===== config.mk =====
export PLATFORM = sky130hd
export DESIGN_NAME = cdb_arbiter
export DESIGN_NICKNAME = d
export VERILOG_FILES = /design/src/rtl/sys_defs.sv /design/src/rtl/cdb_arbiter_rr_pick.sv /design/src/rtl/cdb_arbiter.sv
export SDC_FILE = /design/constraint.sdc
export NUM_CORES = 1
export LEC_CHECK = 0
export CORE_UTILIZATION = 50
export DETAILED_ROUTE_END_ITERATION = 8
export DONT_BUFFER_PORTS = 1
export PLACE_DENSITY = 0.71
export SLEW_MARGIN = 20
export SYNTH_ARGS = -nofsm -noshare
export SYNTH_HDL_FRONTEND = slang
export SYNTH_SLANG_ARGS = --single-unit
export TNS_END_PERCENT = 50

===== constraint.sdc =====
create_clock -name clk_i -period 3.5 [get_ports clk_i]
set_input_delay 1.05 -clock clk_i [delete_from_list [all_inputs] [get_ports clk_i]]
set_output_delay 1.05 -clock clk_i [all_outputs]
set_load 0.1 [all_outputs]

===== src/rtl/sys_defs.sv =====
// +----------------------------------------------------------------------------+
// | sys_defs: shared machine-wide sizes and the CDB / FU completion records.  |
// | Revision: 1.0                                                              |
// +----------------------------------------------------------------------------+
`default_nettype none

`ifndef FU_NUM
`define FU_NUM 4
`endif
`ifndef CDB_NUM
`define CDB_NUM 2
`endif
`ifndef TAG_IDX_WIDTH
`define TAG_IDX_WIDTH 6
`endif

package sys_defs;

    localparam int FU_NUM        = `FU_NUM;
    localparam int CDB_NUM       = `CDB_NUM;
    localparam int TAG_IDX_WIDTH = `TAG_IDX_WIDTH;

    typedef struct packed {
        logic                     valid;
        logic [TAG_IDX_WIDTH-1:0] tag;
    } CDB;

    typedef struct packed {
        logic                     valid;
        logic [TAG_IDX_WIDTH-1:0] tag;
    } FU_CDB;

endpackage

`default_nettype wire


===== src/rtl/cdb_arbiter_rr_pick.sv =====
// +----------------------------------------------------------------------------+
// | rr_pick: scans requests upward from a start index, returns the first      |
// | C_CDB_NUM hits as one-hot vectors, one per broadcast channel.              |
// | Revision: 1.0                                                              |
// +----------------------------------------------------------------------------+
`default_nettype none

module rr_pick #(
    parameter int C_FU_NUM  = 4,
    parameter int C_CDB_NUM = 2,
    parameter int C_PTR_W   = 2
) (
    input  logic [C_FU_NUM-1:0]                 i_req,
    input  logic [C_PTR_W-1:0]                  i_start,
    output logic [C_CDB_NUM-1:0][C_FU_NUM-1:0]  o_grant
);

    always_comb begin
        int w_cnt;
        int w_idx;
        o_grant = '0;
        w_cnt   = 0;
        w_idx   = 0;
        for (int off = 0; off < C_FU_NUM; off++) begin
            w_idx = int'(i_start) + off;
            if (w_idx >= C_FU_NUM) begin
                w_idx = w_idx - C_FU_NUM;
            end
            if (i_req[w_idx] && (w_cnt < C_CDB_NUM)) begin
                o_grant[w_cnt][w_idx] = 1'b1;
                w_cnt = w_cnt + 1;
            end
        end
    end

endmodule

`default_nettype wire


===== src/rtl/cdb_arbiter.sv =====
// +----------------------------------------------------------------------------+
// | cdb_arbiter: grants up to C_CDB_NUM FU completions per cycle onto the     |
// | registered CDB. CDB_ARB_RR_EN defined -> round-robin, else fixed priority.|
// | Revision: 1.0                                                              |
// +----------------------------------------------------------------------------+
`default_nettype none

module cdb_arbiter
    import sys_defs::*;
#(
    parameter int C_FU_NUM        = FU_NUM,
    parameter int C_CDB_NUM       = CDB_NUM,
    parameter int C_TAG_IDX_WIDTH = TAG_IDX_WIDTH
) (
    input  logic                         clk_i,
    input  logic                         rst_n_i,
    input  logic                         rollback_i,
    input  FU_CDB [C_FU_NUM-1:0]         fu_req_i,
    output logic  [C_FU_NUM-1:0]         fu_ack_o,
    output CDB    [C_CDB_NUM-1:0]        cdb_o
);

    localparam int C_PTR_W = (C_FU_NUM > 1) ? $clog2(C_FU_NUM) : 1;

    if (C_TAG_IDX_WIDTH != TAG_IDX_WIDTH) begin : g_tag_width_check
        $error("cdb_arbiter: C_TAG_IDX_WIDTH must match sys_defs TAG_IDX_WIDTH");
    end

    logic [C_FU_NUM-1:0]                w_req_valid;
    logic [C_PTR_W-1:0]                 w_start;
    logic [C_CDB_NUM-1:0][C_FU_NUM-1:0] w_grant;
    logic [C_FU_NUM-1:0]                w_ack;
    CDB   [C_CDB_NUM-1:0]               w_cdb_nxt;
    CDB   [C_CDB_NUM-1:0]               r_cdb;

    always_comb begin
        w_req_valid = '0;
        for (int i = 0; i < C_FU_NUM; i++) begin
            w_req_valid[i] = fu_req_i[i].valid;
        end
    end

    rr_pick #(
        .C_FU_NUM  (C_FU_NUM),
        .C_CDB_NUM (C_CDB_NUM),
        .C_PTR_W   (C_PTR_W)
    ) u_rr_pick (
        .i_req   (w_req_valid),
        .i_start (w_start),
        .o_grant (w_grant)
    );

`ifdef CDB_ARB_RR_EN
    logic [C_PTR_W-1:0] r_rr_ptr;
    logic [C_PTR_W-1:0] w_rr_ptr_nxt;

    // Channels fill in scan order, so the highest occupied channel holds the last grant.
    always_comb begin
        w_rr_ptr_nxt = r_rr_ptr;
        for (int k = 0; k < C_CDB_NUM; k++) begin
            for (int i = 0; i < C_FU_NUM; i++) begin
                if (w_grant[k][i]) begin
                    w_rr_ptr_nxt = (i == C_FU_NUM - 1) ? '0 : C_PTR_W'(i + 1);
                end
            end
        end
    end

    always_ff @(posedge clk_i or negedge rst_n_i) begin
        if (!rst_n_i) begin
            r_rr_ptr <= '0;
        end else if (rollback_i) begin
            r_rr_ptr <= '0;
        end else begin
            r_rr_ptr <= w_rr_ptr_nxt;
        end
    end

    assign w_start = r_rr_ptr;
`else
    assign w_start = '0;
`endif

    always_comb begin
        w_ack     = '0;
        w_cdb_nxt = '0;
        for (int k = 0; k < C_CDB_NUM; k++) begin
            for (int i = 0; i < C_FU_NUM; i++) begin
                if (w_grant[k][i]) begin
                    w_cdb_nxt[k].valid = 1'b1;
                    w_cdb_nxt[k].tag   = w_cdb_nxt[k].tag | fu_req_i[i].tag;
                    w_ack[i]           = 1'b1;
                end
            end
        end
        // A squash drops this cycle's winners instead of deferring them.
        if (rollback_i) begin
            w_cdb_nxt = '0;
        end
    end

    always_ff @(posedge clk_i or negedge rst_n_i) begin
        if (!rst_n_i) begin
            r_cdb <= '0;
        end else begin
            r_cdb <= w_cdb_nxt;
        end
    end

    assign fu_ack_o = (rollback_i || !rst_n_i) ? '0 : w_ack;
    assign cdb_o    = r_cdb;

endmodule

`default_nettype wire


==> metrics.md <==
| Metric | Value |
|---|---|
| Status | `finished clean` |
| CTS buffer count | `3` |
| Maximum vdd ir drop | `about 230 uV` |
| Number of enable flip-flop cells after synthesis | `0` |
| Clock root buffer | `sky130_fd_sc_hd__clkbuf_4` |
| Design Power | `between 0.0004 and 0.0005 W` |
| Net Count, Synth | `140` |
| Number of global-route vias before repair | `around 810` |
| Commonest cells after routing, fill and taps aside | `sky130_fd_sc_hd__a31oi_1 (14), sky130_fd_sc_hd__dfrtp_1 (14), sky130_fd_sc_hd__nand3_1 (12), sky130_fd_sc_hd__buf_4 (7)` |
| Crit path time final | `around 3.3 ns` |
| Via total after detailed routing | `~910` |
| CP Data Arrival Time | `about 2.2 ns` |
| Setup repair after global routing missed its margin | `false` |
| Drt first pass iters | `5` |
| Fillers | `approximately 160` |
| Die area | `between 0.002 and 0.0025 sq mm` |
| Length of routed wiring on met1 | `941 microns` |
| Post-Syn Area | `990 sq um` |
| P_leak | `about 0.43 nW` |
| Antenna diodes | `0` |
| Maxcap violations | `0` |
| Residual DRC | `0` |
| Grt total ovfl | `0` |
| Total of warnings raised by yosys | `0` |
| Count of cells resized by post-cts repair | `0` |
| Post-CTS setup-driven buffer insertion count | `0` |
| DR WL met3 | `268 microns` |
| Number of pins with negative max-slew slack in the final report | `0` |
| Num Clock Sinks | `14` |
| Fraction of layout instances using a drive strength above 1 | `15.0%` |
| Final period util | `93.9%` |
| Post-DP HPWL | `about 1800 microns` |
| Initial DRC Count | `76` |
| I/O pins | `49` |
| Endpoint class of the critical path | `output pin` |
| Slew Limit Headroom | `between 40% and 50%` |
| Routed len/inst | `about 17 microns` |
| CTS tree | `built` |
| Maximum number of pins on one net before global-route repair | `18` |
| Largest cells by area after synthesis | `sky130_fd_sc_hd__dfrtp_1 (35%), sky130_fd_sc_hd__a31oi_1 (8.8%), sky130_fd_sc_hd__nand3_1 (6.1%)` |
| Area share of the leading cell type in the synthesized netlist | `a little over a third` |
| Achievable frequency | `just over 300 MHz` |
| Count of standard-cell rows | `15` |
| Actual transition at the worst max-transition pin | `between 0.8 and 0.9 ns` |
| Worst hold path class | `in -> async` |
| #FFs+latches synth | `14` |
| Number of nets with antenna violations after routing | `0` |
| Vertical extent of the die | `46.5 microns` |
| Syn Area/Cell | `approximately 9.5 sq um` |
| Number of hold buffers added after CTS | `0` |
| Post-synth top area cell | `sky130_fd_sc_hd__dfrtp_1` |
| Share of flip-flops with an asynchronous set or reset after synthesis | `100%` |
| Post-Synthesis Cells | `roughly 100` |
| CP Data Required Time | `2.45 ns` |
| Placer Congestion | `0.867` |
| Vias per Instance | `between 6 and 7` |
| Overall die width | `approximately 46 microns` |
| CORE AREA | `0.00178 sq mm` |
| Number of setup violations in the final report | `0` |
| Global-route wire length before repair | `around 3400 microns` |
| Number of flip-flops under the largest register name | `14` |
| Number of nets in the final layout | `144` |
| Power density cells | `around 430 mW/mm^2` |
| Initial core utilization | `a little under three fifths` |
| Worst Setup SP | `fu_req_i[6]` |
| Register clock-pin slew on the reported worst setup and hold paths | `about 0.08 ns` |
| Total wirelength of the detailed-routed design | `between 2000 and 2500 microns` |
| Buffers added on ports | `0` |
| Number of antenna violations at the first check in global routing | `0` |
| Netlist cell types | `29` |
| Area grow syn2layout | `8.98%` |
| Global-route usage over all layers | `22.6%` |
| CTS Buffer Depth | `2` |
| WL met2 | `approximately 1000 microns` |
| Placement-stage worst setup slack | `between 0.2 and 0.25 ns` |
| Maximum level of the CTS H-tree | `1` |
| Highest Signal Layer | `met3` |
| Worst Path Class, Setup | `in -> out` |
| Dominant synthesized flop cell | `sky130_fd_sc_hd__dfrtp_1` |
| Final Hold Fails | `0` |
| Sequential cell area fraction in the yosys report | `between 30% and 40%` |
| Crit path launch type | `input pin` |
| Setup ws final | `about 0.21 ns` |
| CP max FO | `9` |
-- worst max path at each step --
stage,end,cells after the start
2_1_floorplan,fu_ack_o[3],5
3_3_place_gp,fu_ack_o[3],6
3_5_place_dp,fu_ack_o[3],6
4_1_cts,fu_ack_o[3],6
5_1_grt,fu_ack_o[3],6
6_report,fu_ack_o[3],6
-- Yosys cell counts (all sizes together), types with 2 or more instances --
library cell	number
buf	7
dfrtp	14
nand3	12
inv	5
nand2b	2
a31oi	14
a22oi	5
and2b	3
nor2	4
and3b	3
a222oi	5
o2111ai	6
clkbuf	2
ha	4
o211ai	6
nand2	2
o21ai	2
-- critical path, stage by stage --
cell,delay [ns]
sky130_fd_sc_hd__inv_1,0.04
sky130_fd_sc_hd__ha_1,0.31
sky130_fd_sc_hd__and2b_1,0.21
sky130_fd_sc_hd__o21ai_0,0.15
sky130_fd_sc_hd__a211oi_4,0.28
sky130_fd_sc_hd__buf_12,0.21
-- cell type report --
cell class | count | area [sq um] | area share (%)
repair buffers | 8 | 72.6 | 6.73
well taps | 25 | 31.3 | 2.90
clock buffers | 4 | 36.3 | 3.36
multi-input cells | 76 | 569 | 52.8
flip-flops and latches | 14 | 350 | 32.5
inverters | 5 | 18.8 | 1.74
-- where the power goes --
part	internal [W]	switching [W]	leakage [nW]
combinational	0.0000322	0.0000558	0.222
clock	0.0000632	0.0000438	0.0210
sequential	0.000171	0.0000930	0.184
-- cells by family (layout without fill, tap and decap cells) --
kind of cell	after synthesis	count (layout)	synth area share, %
AO/OA/AOI/OAI	42	42	31.6
AND/OR/NAND/NOR	29	29	16.8
flip-flops	14	14	35.4
buffers and inverters	14	17	9.10
adder cells (fa/ha/maj)	5	5	7.08
-- stage by stage --
| step | setup TNS (ns) | cell area [sq um] | std cells | util, % | hold WS (ns) |
|---|---|---|---|---|---|
| global route | 0 | 1080 | 132 | 60.5 | 0.441 |
| detailed placement | 0 | 1040 | 128 | 58.5 | 0.755 |
| floorplan | -0.682 | 1000 | 104 | - | 0.754 |
| finish | 0 | 1080 | 132 | 60.5 | 0.465 |
| global placement | 0 | 1040 | 128 | 58.5 | 0.755 |
| CTS | 0 | 1080 | 132 | 60.5 | 0.451 |
-- metal layers --
metal,global-route usage (%),vias to the layer above
met5,0,-
met4,13.5,0
met3,3.14,0
met2,29.7,60
met1,33.8,432
li1,-,421
No activity file was read; power rests on OpenSTA's default activity.
